==> src/rtl/quick_spi_arbiter_if.sv <==
// Bundle between the requesters, the arbiter and one quick_spi_hard master.
// The arbiter uses the slave modport; the requester/master side uses master.
interface quick_spi_arbiter_if #(
  parameter int NUM_REQ = 4,
  parameter int OUT_W   = 16,
  parameter int IN_W    = 8,
  parameter int SLAVE_W = 2,
  parameter int ID_W    = (NUM_REQ > 1) ? $clog2(NUM_REQ) : 1
) ();

  // Requester side
  logic [NUM_REQ-1:0]         req_valid;
  logic [NUM_REQ-1:0]         req_ready;
  logic [NUM_REQ-1:0]         req_operation;
  logic [NUM_REQ*SLAVE_W-1:0] req_slave;
  logic [NUM_REQ*OUT_W-1:0]   req_wdata;

  // Completion side
  logic                       rsp_valid;
  logic [ID_W-1:0]            rsp_id;
  logic [IN_W-1:0]            rsp_data;
  logic                       rsp_error;
  logic                       busy;

  // SPI master side
  logic                       spi_enable;
  logic                       spi_start_transaction;
  logic                       spi_operation;
  logic [SLAVE_W-1:0]         spi_slave;
  logic [OUT_W-1:0]           spi_outgoing_data;
  logic                       spi_end_of_transaction;
  logic [IN_W-1:0]            spi_incoming_data;

  modport slave (
    input  req_valid, req_operation, req_slave, req_wdata,
           spi_end_of_transaction, spi_incoming_data,
    output req_ready, rsp_valid, rsp_id, rsp_data, rsp_error, busy,
           spi_enable, spi_start_transaction, spi_operation, spi_slave,
           spi_outgoing_data
  );

  modport master (
    output req_valid, req_operation, req_slave, req_wdata,
           spi_end_of_transaction, spi_incoming_data,
    input  req_ready, rsp_valid, rsp_id, rsp_data, rsp_error, busy,
           spi_enable, spi_start_transaction, spi_operation, spi_slave,
           spi_outgoing_data
  );

endinterface

==> src/rtl/quick_spi_arbiter.sv <==
// Round-robin arbiter letting NUM_REQ requesters share one SPI master.
// One transaction at a time: grant, start pulse, wait for end (or time out),
// one-cycle completion pulse. Every output comes straight from a register.
module quick_spi_arbiter #(
  parameter int NUM_REQ        = 4,
  parameter int OUT_W          = 16,
  parameter int IN_W           = 8,
  parameter int SLAVE_W        = 2,
  parameter int TIMEOUT_CYCLES = 4096
) (
  input logic                clk,
  input logic                reset,
  quick_spi_arbiter_if.slave bus
);

  localparam int ID_W  = (NUM_REQ > 1) ? $clog2(NUM_REQ) : 1;
  localparam int CNT_W = (TIMEOUT_CYCLES > 1) ? $clog2(TIMEOUT_CYCLES) : 1;
  localparam logic [CNT_W-1:0] CNT_LAST = CNT_W'(TIMEOUT_CYCLES - 1);
  localparam logic [ID_W-1:0]  ID_LAST  = ID_W'(NUM_REQ - 1);

  typedef enum logic [1:0] {ST_IDLE, ST_START, ST_WAIT, ST_DONE} state_t;

  state_t               r_state, w_state;
  logic [ID_W-1:0]      r_last_grant, w_last_grant;
  logic [CNT_W-1:0]     r_cnt, w_cnt;
  logic [NUM_REQ-1:0]   r_req_ready, w_req_ready;
  logic                 r_spi_start, w_spi_start;
  logic                 r_spi_enable, w_spi_enable;
  logic                 r_spi_op, w_spi_op;
  logic [SLAVE_W-1:0]   r_spi_slave, w_spi_slave;
  logic [OUT_W-1:0]     r_spi_wdata, w_spi_wdata;
  logic                 r_rsp_valid, w_rsp_valid;
  logic [ID_W-1:0]      r_rsp_id, w_rsp_id;
  logic [IN_W-1:0]      r_rsp_data, w_rsp_data;
  logic                 r_rsp_error, w_rsp_error;
  logic                 r_busy, w_busy;

  logic                 w_found;
  logic [ID_W-1:0]      w_winner;
  logic [ID_W-1:0]      w_idx;
  logic [SLAVE_W-1:0]   w_slave_arr [NUM_REQ];
  logic [OUT_W-1:0]     w_wdata_arr [NUM_REQ];

  // Unpack the per-requester slave codes and write data
  for (genvar g = 0; g < NUM_REQ; g++) begin : g_unpack
    assign w_slave_arr[g] = bus.req_slave[g*SLAVE_W +: SLAVE_W];
    assign w_wdata_arr[g] = bus.req_wdata[g*OUT_W +: OUT_W];
  end

  // Round robin: first valid requester after the last grant, with wrap-around
  always_comb begin
    // NOTE: every variable written here gets a value before any branch, so no latch can be inferred.
    w_found  = 1'b0;
    w_winner = '0;
    w_idx    = '0;
    for (int k = 1; k <= NUM_REQ; k++) begin
      w_idx = ID_W'((int'(r_last_grant) + k) % NUM_REQ);
      if (!w_found && bus.req_valid[w_idx]) begin
        w_found  = 1'b1;
        w_winner = w_idx;
      end
    end
  end

  // Next-state and next-output logic; registers hold unless a state changes them
  always_comb begin
    w_state      = r_state;
    w_cnt        = r_cnt;
    w_last_grant = r_last_grant;
    w_req_ready  = '0;
    w_spi_start  = 1'b0;
    w_spi_enable = 1'b1;
    w_spi_op     = r_spi_op;
    w_spi_slave  = r_spi_slave;
    w_spi_wdata  = r_spi_wdata;
    w_rsp_valid  = 1'b0;
    w_rsp_id     = r_rsp_id;
    w_rsp_data   = r_rsp_data;
    w_rsp_error  = r_rsp_error;
    unique case (r_state)
      ST_IDLE: begin
        if (w_found) begin
          w_spi_op              = bus.req_operation[w_winner];
          w_spi_slave           = w_slave_arr[w_winner];
          w_spi_wdata           = w_wdata_arr[w_winner];
          w_last_grant          = w_winner;
          w_req_ready[w_winner] = 1'b1;
          w_spi_start           = 1'b1;
          w_state               = ST_START;
        end
      end
      ST_START: begin
        w_cnt   = '0;
        w_state = ST_WAIT;
      end
      ST_WAIT: begin
        // End of transaction has priority over a timeout on the same cycle
        if (bus.spi_end_of_transaction) begin
          w_rsp_data  = bus.spi_incoming_data;
          w_rsp_error = 1'b0;
          w_rsp_id    = r_last_grant;
          w_rsp_valid = 1'b1;
          w_state     = ST_DONE;
        end else if (r_cnt == CNT_LAST) begin
          // Abort: drop enable for the DONE cycle so the master resets itself
          w_rsp_data   = '0;
          w_rsp_error  = 1'b1;
          w_rsp_id     = r_last_grant;
          w_rsp_valid  = 1'b1;
          w_spi_enable = 1'b0;
          w_state      = ST_DONE;
        end else begin
          w_cnt = r_cnt + 1'b1;
        end
      end
      ST_DONE: begin
        w_state = ST_IDLE;
      end
      default: begin
        w_state = ST_IDLE;
      end
    endcase
    w_busy = (w_state != ST_IDLE);
  end

  // State and output registers with synchronous reset
  always_ff @(posedge clk) begin
    // NOTE: non-blocking assignments so every register samples pre-edge values.
    if (reset) begin
      r_state      <= ST_IDLE;
      r_cnt        <= '0;
      r_last_grant <= ID_LAST;
      r_req_ready  <= '0;
      r_spi_start  <= 1'b0;
      r_spi_enable <= 1'b1;
      r_spi_op     <= 1'b0;
      r_spi_slave  <= '0;
      r_spi_wdata  <= '0;
      r_rsp_valid  <= 1'b0;
      r_rsp_id     <= '0;
      r_rsp_data   <= '0;
      r_rsp_error  <= 1'b0;
      r_busy       <= 1'b0;
    end else begin
      r_state      <= w_state;
      r_cnt        <= w_cnt;
      r_last_grant <= w_last_grant;
      r_req_ready  <= w_req_ready;
      r_spi_start  <= w_spi_start;
      r_spi_enable <= w_spi_enable;
      r_spi_op     <= w_spi_op;
      r_spi_slave  <= w_spi_slave;
      r_spi_wdata  <= w_spi_wdata;
      r_rsp_valid  <= w_rsp_valid;
      r_rsp_id     <= w_rsp_id;
      r_rsp_data   <= w_rsp_data;
      r_rsp_error  <= w_rsp_error;
      r_busy       <= w_busy;
    end
  end

  assign bus.req_ready             = r_req_ready;
  assign bus.spi_start_transaction = r_spi_start;
  assign bus.spi_enable            = r_spi_enable;
  assign bus.spi_operation         = r_spi_op;
  assign bus.spi_slave             = r_spi_slave;
  assign bus.spi_outgoing_data     = r_spi_wdata;
  assign bus.rsp_valid             = r_rsp_valid;
  assign bus.rsp_id                = r_rsp_id;
  assign bus.rsp_data              = r_rsp_data;
  assign bus.rsp_error             = r_rsp_error;
  assign bus.busy                  = r_busy;

endmodule
==> src/flat_wrapper.sv <==
// flat-port wrapper written by rule: the top's interface ports become plain ports
module quick_spi_arbiter_flat 
#(
  parameter int NUM_REQ        = 4,
  parameter int OUT_W          = 16,
  parameter int IN_W           = 8,
  parameter int SLAVE_W        = 2,
  parameter int TIMEOUT_CYCLES = 4096
)
  (clk, reset, bus_req_valid, bus_req_operation, bus_req_slave, bus_req_wdata, bus_spi_end_of_transaction, bus_spi_incoming_data, bus_req_ready, bus_rsp_valid, bus_rsp_id, bus_rsp_data, bus_rsp_error, bus_busy, bus_spi_enable, bus_spi_start_transaction, bus_spi_operation, bus_spi_slave, bus_spi_outgoing_data);
  quick_spi_arbiter_if #(.NUM_REQ(NUM_REQ), .OUT_W(OUT_W), .IN_W(IN_W), .SLAVE_W(SLAVE_W)) bus_i ();
  input logic clk;
  input logic reset;
  input wire logic [$bits(bus_i.req_valid)-1:0] bus_req_valid;
  input wire logic [$bits(bus_i.req_operation)-1:0] bus_req_operation;
  input wire logic [$bits(bus_i.req_slave)-1:0] bus_req_slave;
  input wire logic [$bits(bus_i.req_wdata)-1:0] bus_req_wdata;
  input wire logic [$bits(bus_i.spi_end_of_transaction)-1:0] bus_spi_end_of_transaction;
  input wire logic [$bits(bus_i.spi_incoming_data)-1:0] bus_spi_incoming_data;
  output wire logic [$bits(bus_i.req_ready)-1:0] bus_req_ready;
  output wire logic [$bits(bus_i.rsp_valid)-1:0] bus_rsp_valid;
  output wire logic [$bits(bus_i.rsp_id)-1:0] bus_rsp_id;
  output wire logic [$bits(bus_i.rsp_data)-1:0] bus_rsp_data;
  output wire logic [$bits(bus_i.rsp_error)-1:0] bus_rsp_error;
  output wire logic [$bits(bus_i.busy)-1:0] bus_busy;
  output wire logic [$bits(bus_i.spi_enable)-1:0] bus_spi_enable;
  output wire logic [$bits(bus_i.spi_start_transaction)-1:0] bus_spi_start_transaction;
  output wire logic [$bits(bus_i.spi_operation)-1:0] bus_spi_operation;
  output wire logic [$bits(bus_i.spi_slave)-1:0] bus_spi_slave;
  output wire logic [$bits(bus_i.spi_outgoing_data)-1:0] bus_spi_outgoing_data;
  assign bus_i.req_valid = bus_req_valid;
  assign bus_i.req_operation = bus_req_operation;
  assign bus_i.req_slave = bus_req_slave;
  assign bus_i.req_wdata = bus_req_wdata;
  assign bus_i.spi_end_of_transaction = bus_spi_end_of_transaction;
  assign bus_i.spi_incoming_data = bus_spi_incoming_data;
  assign bus_req_ready = bus_i.req_ready;
  assign bus_rsp_valid = bus_i.rsp_valid;
  assign bus_rsp_id = bus_i.rsp_id;
  assign bus_rsp_data = bus_i.rsp_data;
  assign bus_rsp_error = bus_i.rsp_error;
  assign bus_busy = bus_i.busy;
  assign bus_spi_enable = bus_i.spi_enable;
  assign bus_spi_start_transaction = bus_i.spi_start_transaction;
  assign bus_spi_operation = bus_i.spi_operation;
  assign bus_spi_slave = bus_i.spi_slave;
  assign bus_spi_outgoing_data = bus_i.spi_outgoing_data;
  quick_spi_arbiter #(.NUM_REQ(NUM_REQ), .OUT_W(OUT_W), .IN_W(IN_W), .SLAVE_W(SLAVE_W), .TIMEOUT_CYCLES(TIMEOUT_CYCLES)) u_core (.clk(clk), .reset(reset), .bus(bus_i));
endmodule
==> config.mk <==
export PLATFORM = sky130hd
export DESIGN_NAME = quick_spi_arbiter_flat
export DESIGN_NICKNAME = d
export VERILOG_FILES = /design/src/rtl/quick_spi_arbiter_if.sv /design/src/rtl/quick_spi_arbiter.sv /design/src/flat_wrapper.sv
export SDC_FILE = /design/constraint.sdc
export NUM_CORES = 1
export LEC_CHECK = 0
export ABC_AREA = 1
export CAP_MARGIN = 15
export CORE_MARGIN = 4
export CORE_UTILIZATION = 40
export CTS_CLUSTER_SIZE = 25
export DETAILED_ROUTE_END_ITERATION = 7
export PLACE_DENSITY = 0.84
export SYNTH_ARGS = -nofsm -noshare
export SYNTH_HDL_FRONTEND = slang
export SYNTH_SLANG_ARGS = --single-unit
==> constraint.sdc <==
create_clock -name clk -period 4.4 [get_ports clk]
set_input_delay 1.32 -clock clk [delete_from_list [all_inputs] [get_ports clk]]
set_output_delay 1.32 -clock clk [all_outputs]
set_load 0.005 [all_outputs]
== Word level (Yosys, flattened, before mapping) ==
Cells that the tools add are included.
Word-level totals
  memory bits (read-only): 0
  flip-flop bits (word level): 54
  logic and storage cells: 97
  bits in writable memories: 0
  memories: 0
  output and inout port bits: 38
  latch bits: 0
  bits of input ports: 91
Cells by class
  eq/ne operators: 6
  reduce and logical (&&, ||, !) cells: 18
  divide/modulo/power cells: 0
  shift operators: 0
  bitwise operators: 4
  mux-type cells: 43
  multiply operators: 0
  add/subtract/negate cells: 5
  magnitude comparators: 7
Operators with widths (count)
  16-bit binary-select mux with 2-bit select: 1
  16-bit 2-to-1 mux: 2
  12-bit 2-to-1 mux: 2
  12-bit case mux with 2 select lines: 1
  2-bit 2-to-1 mux: 11
  1-bit 2-to-1 mux: 16
  8-bit 2-to-1 mux: 2
  2-bit by 3-bit < comparator with 1-bit output, second input constant: 5
  12-bit by 1-bit adder with 12-bit output, second input constant: 1
  12-bit equality test, second input constant: 1
  1-bit binary-select mux with 2-bit select: 5
  2-bit case mux with 4 select lines: 1
  2-bit nonzero test: 3
  3-bit OR reduction: 2
  2-bit by 1-bit adder with 2-bit output, second input constant: 2
  2-bit adder, second input constant: 2
  2-bit binary-select mux with 2-bit select: 1
  2-bit equality test, second input constant: 2
  1-bit logical AND: 4
  2-bit != test, second input constant: 2
  2-bit AND reduction: 2
  2-bit OR reduction: 2
  3-bit >= comparator, second input constant: 1
  1-bit logical NOT: 3
  other kinds (7): 9

== Logic depth before layout (Yosys ltp) ==
  word-level depth: 17
  gate-level depth with buffers: 19
  gate-level depth less buffers: 16

== Least setup slack after synthesis ==
Ideal clock, no wire load.
  path type: input to register
  from: in bus_req_valid[3]
  to: reg u_core.r_spi_wdata[5] (netlist: u_core.bus.spi_outgoing_data[5])
  required time: 4283 ps
  path buffers: 2
  path slack: 1824 ps
  stages: 12
  library setup time: 117 ps
  arrival time: 2458 ps
  cell sequence: nand2_1 > nand2_1 > nand2_2 > nand2_2 > nor2_8 > nand3_4 > nand2_2 > inv_2 > buf_4 > buf_2 > o21ai_0 > nor2_1
On the way
  word-level cells in the longest chain between the ends: 16
RTL lines
  from (decl): RTL line flat_wrapper.sv:14  | input wire logic [$bits(bus_i.req_valid)-1:0] bus_req_valid;
  1-bit binary-select mux with 2-bit select: RTL line quick_spi_arbiter.sv:58  | if (!w_found && bus.req_valid[w_idx]) begin
  1-bit 2-to-1 mux (not written as such): RTL line quick_spi_arbiter.sv:58
  1-bit 2-to-1 mux: RTL line quick_spi_arbiter.sv:58
  1-bit logical NOT: RTL line quick_spi_arbiter.sv:58
  1-bit logical AND: RTL line quick_spi_arbiter.sv:58
  1-bit 2-to-1 mux: RTL line quick_spi_arbiter.sv:58
  1-bit logical NOT: RTL line quick_spi_arbiter.sv:58
  1-bit logical AND: RTL line quick_spi_arbiter.sv:58
  1-bit 2-to-1 mux: RTL line quick_spi_arbiter.sv:58
  1-bit logical NOT: RTL line quick_spi_arbiter.sv:58
  1-bit logical AND: RTL line quick_spi_arbiter.sv:58
  2-bit 2-to-1 mux: RTL line quick_spi_arbiter.sv:58
  2-bit NOT with 3-bit output (not written as such): RTL line quick_spi_arbiter.sv:85  | w_spi_wdata = w_wdata_arr[w_winner];
  16-bit binary-select mux with 2-bit select: RTL line quick_spi_arbiter.sv:85
  16-bit 2-to-1 mux (not written as such) (2 in a row): RTL line quick_spi_arbiter.sv:85
  to (signal assigned): RTL line quick_spi_arbiter.sv:153  | r_spi_wdata <= w_spi_wdata;
  to (decl): RTL line quick_spi_arbiter.sv:31  | logic [OUT_W-1:0] r_spi_wdata, w_spi_wdata;
Several ways; a longest one is shown, not always the timed one. The select of a mux whose other input is x is not followed.
A chain may end at the register's enable or synchronous reset.

== Worst setup path in the final report ==
  from: in bus_req_valid[1]
  to: reg u_core.r_spi_wdata[9] (netlist: u_core.bus.spi_outgoing_data[9])
Same word-level chain as after synthesis.

==> flow_summary_export.csv <==
group,metric,value,unit
routing,drcViolationCount,0,
timing,final_min_period_over_clock_period,0.743,
routing,drt_pre_antenna_iters,4,
finish,syn_to_final_growth,45.1,%
timing,worst_clock_skew,15.8,ps
power_and_ir_drop,power_per_cell_area,686,nW/um^2
power_and_ir_drop,p_seq_frac,0.227,
routing,post_detailed_route_count_of_antenna_violating_nets,0,
cts,cts-buffers-inserted,5,
die,design.die.area,9160,sq um
power_and_ir_drop,power.internal,1.53,mW
global_route,grt_antenna_before_repair,0,
power_and_ir_drop,swShare,0.500,
global_route,grt_pass1_vias,3353,
timing,worst_pin_slew,681,ps
placement,portBuffers,128,
critical_path,timing.critical_path.cells,"clkdlybuf4s50_1, nand2_1, nand3_1, nand2_1, o21ai_1, nand2_1, nand2_1, nand2_2, nor2_4, nand2_1, nand2_1, nor2_1, nor2_1",
min_path,whs_path_depth,2,
timing,final_hold_viol_count,0,
placement,place_congestion,0.899,
critical_path,number_of_buffer_and_inverter_stages_on_the_critical_path,1,
critical_path,ff2ff_path_depth,13,
global_route,grt_max_degree,44,
finish,final_nets,687,
die,dieHeight,95.7,microns
routing,postRouteWirelength,9440,microns
cts,cts_resized,0,
cts,postCtsSetupRepairBufs,0,
logic_synthesis,synth.avg_cell_area,6.43,sq um
critical_path,critPathArrivalTime,3510,ps
die,design.portCount,129,
critical_path,timing.critical_path.depth,13,
cts,cts_root_buffer,"clkbuf_8",
critical_path,most_frequent_cell_on_the_critical_path,"nand2_1",
critical_path,path_delay_family,"simple AND/OR/NAND/NOR gates",
cts,post_cts_hold_buffer_count,0,
logic_synthesis,synthDistinctLibCells,32,
timing,relSlewSlack,0.546,
timing,fin_crit,3270,ps
job,timing.max_cap.violations,0,
power_and_ir_drop,comb_power_share,0.661,
global_route,groute.usage.overall,0.210,
timing,rsz0062_at_grt,"no",
timing,max_freq,0.306,GHz
outcome,run_status,"completed",
logic_synthesis,netlist_top_cells_area,"dfxtp_1 35%, nand2_1 17%, nand3_1 13%, nor2_1 7.2%, a21oi_1 3.7%",
cts,tritoncts,"yes",
critical_path,nature_of_the_critical_path_startpoint,"primary input",
placement,placed_cells_incl_taps,683,
routing,routed-via-count,3486,
routing,routedWlPerCell,13.7,microns
cts,htree_levels,2,
critical_path,critical_path_peak_fanout,32,
finish,fin_cells,691,
global_route,grt_first_pass_wirelength,15300,microns
logic_synthesis,synthDominantCellAreaShare,0.351,
cts,cts.path.max_buffers,2,
timing,setup-violations-final,0,
critical_path,end_kind,"register",
routing,number_of_vias_per_cell_after_detailed_routing,5.04,
critical_path,worstSetupPathType,"in -> reg",
finish,antenna_cells,0,
power_and_ir_drop,switchingPower,1.53,mW
die,core-area,7370,sq um
die,initial_core_util,0.418,
die,rows,31,
logic_synthesis,synth-seq-cells,54,
timing,fin_tns_setup,0,ps
power_and_ir_drop,static-leakage-power,1.92,nW
cts,cts_num_sinks,54,
die,die_w,95.7,microns
logic_synthesis,synth_area_leader_cell,"dfxtp_1",
finish,layout_cells_sized_above_1,0.0557,
logic_synthesis,netlist_area_before_placement,3080,sq um
logic_synthesis,number_of_warning_messages_in_the_yosys_log,0,
cts,clk_pin_slew_worst_paths,90,ps
routing,drt_iter0_markers,130,
critical_path,cp_max_delay_cell,"clkdlybuf4s50_1",
critical_path,max_stage_delay,490,ps
timing,finalMaxSlewViolations,0,
power_and_ir_drop,power.clock.fraction,0.112,
power_and_ir_drop,vdd.ir_drop.worst,297,uV
global_route,grt-ovfl-total,0,
critical_path,timing.critical_path.required,4640,ps
min_path,hold_path_class,"reg -> reg",
placement,hpwlAfterDp,7270,microns
cts,clkLatencyLatePin,310,ps
logic_synthesis,syn_nets,575,
logic_synthesis,postSynthCellCount,479,
logic_synthesis,sequential_fraction_of_the_synthesis_area,0.351,
layer usage:
layer	wire length [microns]	share of wire	up-vias	GRT usage
met5	0	0	-	0
met4	279	0.030	0	0.0723
met3	794	0.084	24	0.0711
met2	4610	0.49	130	0.357
met1	3760	0.40	1570	0.245
li1	-	-	1762	-
cells in the mapped netlist, drive strengths merged:
library cell,number
a21oi,24
a31oi,1
buf,19
clkbuf,6
dfxtp,54
ha,5
inv,35
nand2,155
nand3,79
nand3b,1
nand4,2
nor2,62
nor3,9
o211a,1
o21ai,21
o31ai,1
or2,1
xnor2,1
xor2,2
layout make-up:
class | count | area (sq um)
Clock inverter | 3 | 48.8
Timing Repair Buffer | 130 | 1300
Fill cell | 680 | 2900
Sequential cell | 54 | 1080
Inverter | 35 | 131
Clock buffer | 5 | 68.8
Tap cell | 99 | 124
Multi-Input combinational cell | 365 | 1720
sequential cells by signal, indices dropped and copies added, names as in the netlist:
| name | cells |
|---|---|
| u_core.bus.rsp_error | 1 |
| u_core.bus.spi_start_transaction | 1 |
| u_core.bus.spi_slave | 2 |
| u_core.bus.req_ready | 4 |
| u_core.r_cnt | 12 |
| u_core.bus.rsp_data | 8 |
| u_core.bus.rsp_valid | 1 |
| u_core.r_last_grant | 2 |
| u_core.bus.spi_outgoing_data | 16 |
| u_core.bus.spi_operation | 1 |
| u_core.r_state | 2 |
| u_core.bus.spi_enable | 1 |
| u_core.bus.rsp_id | 2 |
| u_core.bus.busy | 1 |
cell usage in the layout, fill, tap and decap left out, types with 2 or more instances in the layout:
cell type        synthesis  layout
xor2_1                   2       2
nand2_2                  9       9
nand2_1                143     143
clkdlybuf4s50_1          0     128
nand4_1                  2       2
ha_1                     5       5
nand3_1                 78      78
inv_2                    5       5
nor3_1                   9       9
o21ai_1                  3       3
dfxtp_1                 54      54
clkbuf_8                 0       5
o21ai_0                 18      18
inv_1                   30      30
a21oi_1                 23      23
nand2_4                  2       2
buf_4                    6       2
nor2_1                  59      59
logic make-up (layout without fill, tap and decap cells):
kind of cell,count (synthesis),after routing,share of synthesized area
AOI/OAI and AO/OA,48,48,0.0821
adders and majority gates,5,5,0.0203
buffers and inverters,60,173,0.0915
and+or+nand+nor,309,309,0.446
DFF,54,54,0.351
xor gates and xnor gates,3,3,0.00854
worst paths after layout:
kind	startpoint	endpoint	slack (ps)
max	bus_req_valid[1]	u_core.bus.spi_outgoing_data[9]	1130
min	u_core.bus.rsp_data[1]	u_core.bus.rsp_data[1]	470
max reg2reg	u_core.r_cnt[0]	u_core.r_cnt[9]	1800
min reg2reg	u_core.bus.rsp_data[1]	u_core.bus.rsp_data[1]	470
worst min-delay path, cell delays in order (launching register included):
cell and delay, ps:
dfxtp_1 320, nand2_1 60, a21oi_1 50
power groups by stage:
stage	clock network (mW)	logic, mW	registers, mW
floorplan	0	1.57	0.686
global placement	0	1.99	0.699
detailed placement	0	2.02	0.702
CTS	0.347	2.04	0.694
global route	0.366	2.32	0.712
finish	0.342	2.03	0.695
stage by stage:
| stage | power [mW] | util | hold slack, ps | cell area, sq um | worst slack (ps) |
|---|---|---|---|---|---|
| after floorplan | 2.25 | - | 450 | 3080 | 1820 |
| after global placement | 2.69 | 0.590 | 449 | 4350 | 842 |
| after detailed placement | 2.73 | 0.590 | 458 | 4350 | 827 |
| after CTS | 3.08 | 0.606 | 474 | 4470 | 1150 |
| after global routing | 3.40 | 0.606 | 505 | 4470 | 878 |
| final | 3.06 | 0.606 | 473 | 4470 | 1130 |
(Power assumes the default switching activity.)
==> RTL edit 1, RTL diff (same flow settings) <==
`SLAVE_W` is set to 2 in 3 places; all go to 4.
--- a/src/rtl/quick_spi_arbiter_if.sv
+++ b/src/rtl/quick_spi_arbiter_if.sv
@@ -4,7 +4,7 @@
   parameter int NUM_REQ = 4,
   parameter int OUT_W   = 16,
   parameter int IN_W    = 8,
-  parameter int SLAVE_W = 2,
+  parameter int SLAVE_W = 4,
   parameter int ID_W    = (NUM_REQ > 1) ? $clog2(NUM_REQ) : 1
 ) ();
 
--- a/src/rtl/quick_spi_arbiter.sv
+++ b/src/rtl/quick_spi_arbiter.sv
@@ -5,7 +5,7 @@
   parameter int NUM_REQ        = 4,
   parameter int OUT_W          = 16,
   parameter int IN_W           = 8,
-  parameter int SLAVE_W        = 2,
+  parameter int SLAVE_W        = 4,
   parameter int TIMEOUT_CYCLES = 4096
 ) (
   input logic                clk,
--- a/src/flat_wrapper.sv
+++ b/src/flat_wrapper.sv
@@ -4,7 +4,7 @@
   parameter int NUM_REQ        = 4,
   parameter int OUT_W          = 16,
   parameter int IN_W           = 8,
-  parameter int SLAVE_W        = 2,
+  parameter int SLAVE_W        = 4,
   parameter int TIMEOUT_CYCLES = 4096
 )
   (clk, reset, bus_req_valid, bus_req_operation, bus_req_slave, bus_req_wdata, bus_spi_end_of_transaction, bus_spi_incoming_data, bus_req_ready, bus_rsp_valid, bus_rsp_id, bus_rsp_data, bus_rsp_error, bus_busy, bus_spi_enable, bus_spi_start_transaction, bus_spi_operation, bus_spi_slave, bus_spi_outgoing_data);
Interface: changed (resized bus_req_slave and bus_spi_slave); port bits go from 129 to 139. No check against the original RTL was run, so the function may have changed too.
==> RTL edit 1 against the original RTL <==
Setup slack got worse by 250 ps; cell area grew 7.1%; sequential cell count up 2; critical path type unchanged; critical endpoint unchanged; maximum frequency is 7.1% lower; power up 2.3%; routed wire length grew 0.41%; sequential share of layout area shrank 0.76 points; area after synthesis increased by 6.7%.
==> RTL edit 1: results (changes against the original RTL) <==
Pwr
  • Leak Pwr: 0.00204 uW (+6.3%)
  • VDD IR-drop max: 0.000485 V (+63%)
  • Sw Share: 49.0% (-0.99 points)

Synthesis
  • Synth Flop Type: dfxtp_1
  • Syn_nets: 618 (+7.5%)
  • Ys async rst share: 0% (unchanged)
  • Seq/Total Area, Yosys: 34.1% (-0.98 points)
  • Synth area leaders: dfxtp_1 34%, nand2_1 17%, nand3_1 12%, nor2_1 7.1%, a21oi_1 3.7%
  • Post-Synthesis Cells: 514 (+7.3%)
  • Synth warnings: 0 (unchanged)
  • Most frequent cells after synthesis: 152 x nand2_1, 81 x nand3_1, 62 x nor2_1, 56 x dfxtp_1, 26 x inv_1
  • Cell variety after synth: 30 (-6.3%)

Clock network
  • Clock latency at the later pin of the worst-skew pair: 300 ps
  • Root Buffer: clkbuf_8
  • # H-tree levels: 2 (unchanged)
  • Clk slew on worst S/H paths: 90 ps (about the same)
  • Setup bufs post-CTS: 0 (unchanged)
  • CTS max path bufs: 2 (unchanged)
  • CTS Buf Count: 5 (unchanged)
  • Post-CTS sizing: 0 (unchanged)

Place
  • Routability cong.: 0.927 (+3.1%)
  • Post-Place Cells: 732 (+7.2%)
  • I/O Buffers: 138 (+7.8%)
  • Post-DP HPWL: 7600 um (+4.4%)

Finish
  • Number of flip-flops in the largest register: 16 (unchanged)
  • Share of layout cells above drive strength 1: 6.90% (+1.3 points)
  • # nets final: 741 (+7.9%)
  • Antenna diodes: 0 (unchanged)

Routing
  • Wire per inst: 12.8 um (-6.2%)
  • Vias: 3699 (+6.1%)
  • Vias per cell: 5.00 (-0.92%)
  • Initial drt markers: 123 (-5.4%)
  • Pre-antenna DRT Iters: 5 (+1)

GRT
  • GRT Overall Usage: 18.7% (-2.3 points)
  • First-pass GRT wire length: 15300 um (+0.41%)
  • Antenna violations before repair: 0 (unchanged)
  • Largest net degree at the start of global routing: 47 (+6.8%)
  • Vias in the first global route: 3491 (+4.1%)

Min path
  • Hold WC Path Type: flop to flop

Critical path
  • Worst Path Max Fanout: 46 (+44%)
  • R2R Setup Slk: 1530 ps (-270 ps)

Timing
  • Least-Margin Pin Slew: 760 ps (+79.6 ps)
  • Clock Skew: 5.78 ps (-10.1 ps)

Outcome
  • Status: complete, no violations
## RTL edit 1: cell count changes in the layout (fill, tap and decap cells not counted), moves of 4 or more
cell | unedited run | this run
nand2_1 | 143 | 152
nand2_2 | 9 | 17
inv_1 | 30 | 26
clkdlybuf4s50_1 | 128 | 138
## RTL edit 1: layout make-up
type / count / area (um^2)
clock buffers: 7 / 96.3
clock inverters: 1 / 30.0
fillers: 728 / 3070
inverters: 36 / 135
multi-input cells: 398 / 1870
flip-flops and latches: 56 / 1120
well taps: 102 / 128
repair buffers: 140 / 1400
## RTL edit 1: worst max-delay path, stage by stage
cell and delay [ps]:
clkdlybuf4s50_1 490, inv_1 60, nand2_1 50, nand2_1 60
nand2_1 70, nand2_2 100, o21ai_1 250, nand3_4 250
nand2_4 450, inv_2 230, nand3_1 120, nand3_1 100
nor2_1 100, nor2_1 50
## RTL edit 1: cells by family (layout without fill, tap and decap cells)
family                   count (synthesis)  after routing  share of synthesized area, %
XOR/XNOR                                 4              4                          1.07
AND/OR/NAND/NOR                        338            338                          46.1
adder cells (fa/ha/maj)                  5              5                          1.91
flip-flops                              56             56                          34.1
AO/OA/AOI/OAI                           51             51                          8.00
buffers and inverters                   60            184                          8.76
## RTL edit 1: worst paths after layout
kind                          start                         endpoint  cells past startpoint
max reg2reg  u_core.r_last_grant[0]  u_core.bus.spi_outgoing_data[9]                     13
min reg2reg  u_core.bus.rsp_data[4]           u_core.bus.rsp_data[4]                      2
max                bus_req_valid[0]  u_core.bus.spi_outgoing_data[9]                     14
min          u_core.bus.rsp_data[4]           u_core.bus.rsp_data[4]                      2
## RTL edit 1: layer usage
layer	vias up	GRT usage (%)	wire, um
met3	23	5.17	723
met5	-	0	0
met1	1641	21.8	3750
li1	1900	-	-
met4	0	7.14	320
met2	135	32.5	4690
## RTL edit 1: power by group through the flow
stage               clock network, uW  logic [uW]  registers [uW]
floorplan                           0        1610             715
finish                            359        2060             715
global route                      385        2320             728
global placement                    0        1990             725
detailed placement                  0        2050             728
CTS                               365        2060             715
## RTL edit 1: per-stage QoR
| step | worst slack [ps] | hold slack (ps) | utilization [%] | cell area (um^2) |
|---|---|---|---|---|
| 6_report | 882 | 468 | 60.9 | 4780 |
| 5_1_grt | 686 | 492 | 60.9 | 4780 |
| 4_1_cts | 927 | 470 | 60.9 | 4780 |
| 3_5_place_dp | 601 | 454 | 59.3 | 4650 |
| 3_3_place_gp | 714 | 450 | 59.3 | 4650 |
| 2_1_floorplan | 1710 | 442 | - | 3280 |
==> RTL edit 2, RTL diff (same settings) <==
Made on the original files. `r_spi_wdata` no longer has a reset.
--- a/src/rtl/quick_spi_arbiter.sv
+++ b/src/rtl/quick_spi_arbiter.sv
@@ -135,7 +135,6 @@
       r_spi_enable <= 1'b1;
       r_spi_op     <= 1'b0;
       r_spi_slave  <= '0;
-      r_spi_wdata  <= '0;
       r_rsp_valid  <= 1'b0;
       r_rsp_id     <= '0;
       r_rsp_data   <= '0;
@@ -150,13 +149,16 @@
       r_spi_enable <= w_spi_enable;
       r_spi_op     <= w_spi_op;
       r_spi_slave  <= w_spi_slave;
-      r_spi_wdata  <= w_spi_wdata;
       r_rsp_valid  <= w_rsp_valid;
       r_rsp_id     <= w_rsp_id;
       r_rsp_data   <= w_rsp_data;
       r_rsp_error  <= w_rsp_error;
       r_busy       <= w_busy;
     end
+  end
+
+  always_ff @(posedge clk) begin
+    r_spi_wdata <= w_spi_wdata;
   end
 
   assign bus.req_ready             = r_req_ready;
Function: changed (a bounded check fails within 4 cycles, from zero or initial values and one cycle with reset high).
==> RTL edit 2 against the original RTL <==
Routed wire length decreased by 3.6%; area after synthesis decreased by 3.0%; setup slack improved by 39 ps; sequential share of layout area increased by 4.0 points; power decreased by 1.9%; first-iteration DRC count increased by 20%; sequential power increased by 21%; cell area decreased by 1.6%; sequential cell count unchanged; largest cell class unchanged.
==> RTL edit 2: results (changes against the original RTL) <==
Finish
  • # nets final: 604 (-12%)
  • Share of layout cells above drive strength 1: 12.4% (+6.8 points)

Routing
  • Residual DRC: 0 (unchanged)
  • Initial drt markers: 156 (+20%)
  • Final WL: 9110 um (-3.6%)
  • Vias: 3029 (-13%)

Synthesis
  • Synth Flop Type: dfxtp_1
  • Post-synth EDFFs: 16 (+16)
  • Most frequent cells after synthesis: 104 x nand2_1, 52 x nand3_1, 38 x dfxtp_1, 27 x nand2_2, 27 x nor2_1
  • Cell variety after synth: 32 (unchanged)
  • Seq/Total Area, Yosys: 41.6% (+6.5 points)
  • Ys async rst share: 0% (unchanged)
  • Syn_nets: 481 (-16%)
  • Synth area leaders: dfxtp_1 25%, edfxtp_1 16%, nand2_1 13%, nand3_1 8.7%, nand2_2 5.7%

Clock network
  • Clk slew on worst S/H paths: 110 ps (+20 ps)
  • Clock latency at the later pin of the worst-skew pair: 310 ps (about the same)

GRT
  • GRT Overall Usage: 19.9% (-1.1 points)
  • Vias in the first global route: 2933 (-13%)
  • First-pass GRT wire length: 14100 um (-7.8%)
  • Largest net degree at the start of global routing: 36 (-18%)

Critical path
  • Worst Path Max Fanout: 26 (-19%)
  • Worst Path Arrival: 3410 ps (-100 ps)

Place
  • Placement Setup Slack: 835 ps (+7.93 ps)
  • Post-DP HPWL: 7150 um (-1.7%)
  • Routability cong.: 0.909 (+1.1%)

Timing
  • Clock Skew: 11.6 ps (-4.25 ps)
  • Least-Margin Pin Slew: 537 ps (-144 ps)

Pwr
  • Leak Pwr: 0.00177 uW (-8.1%)
  • VDD IR-drop max: 0.000271 V (-8.6%)

Outcome
  • Status: complete, no violations

Min path
  • Hold WC Path Type: flop to flop
RTL edit 2: cell types whose count changed in the layout (fill, tap and decap cells not counted), moves of 3 or more:
cell / delta
nand3_1: -26
edfxtp_1: +16
nand2_1: -39
nor2_1: -32
o21ai_0: -10
dfxtp_1: -16
nand2_2: +18
nand4_1: +5
nor3_1: -3
inv_4: +5
inv_1: -6
nand4_2: +10
RTL edit 2: worst max-delay path, stage by stage:
cell and delay [ps]:
clkdlybuf4s50_1 490, inv_1 40, nand2_1 90, nand2_1 80
nand2_1 60, nand2_1 60, nand2_2 90, nand2_1 90
nand2_2 90, nand3_4 270, inv_4 290, nand2_4 80
inv_4 190, nand2_1 80, nand4_1 80
RTL edit 2: worst paths after layout:
check / startpoint / endpoint / slack [ps] / cells after the start
setup / recovery: bus_req_valid[2] / u_core.bus.spi_outgoing_data[12] / 1170 / 15
hold / removal: u_core.bus.rsp_data[7] / u_core.bus.rsp_data[7] / 470 / 2
hold reg to reg: u_core.bus.rsp_data[7] / u_core.bus.rsp_data[7] / 470 / 2
setup reg to reg: u_core.r_last_grant[0] / u_core.bus.spi_outgoing_data[12] / 1790 / 13
RTL edit 2: final cells by class:
cell class,instances,area [um^2]
timing repair buffer,129,1290
fill,652,2860
inverter,33,134
tap,99,124
clock buffer,6,93.8
clock inverter,2,17.5
multi-input combinational,285,1500
sequential,54,1240
RTL edit 2: report_power, final:
part,total [uW],switching [uW],internal (uW)
clock network,328,177,151
logic,1830,1130,704
registers,843,79.7,763
RTL edit 2: logic make-up (layout without fill, tap and decap cells):
logic type / count (synthesis) / after routing / share of synthesized area, %
xor gates and xnor gates: 3 / 3 / 0.881
AOI/OAI and AO/OA: 34 / 34 / 6.04
buffers and inverters: 46 / 170 / 8.26
DFF: 54 / 54 / 41.6
and+or+nand+nor: 243 / 243 / 41.1
adders and majority gates: 5 / 5 / 2.10
RTL edit 2: per-stage QoR:
stage / instances / instance area, um^2 / util, %
2_1_floorplan: 385 / 2980 / -
3_3_place_gp: 600 / 4280 / 59.1
3_5_place_dp: 600 / 4280 / 59.1
4_1_cts: 608 / 4400 / 60.6
5_1_grt: 608 / 4400 / 60.6
6_report: 608 / 4400 / 60.6
RTL edit 2: per-layer routing:
layer	global-route usage, %	up-vias	part of all wire (%)
met5	0	-	0
met4	4.45	0	1.4
met3	5.58	11	11
met2	35.7	125	49
met1	23.4	1369	39
li1	-	1524	-
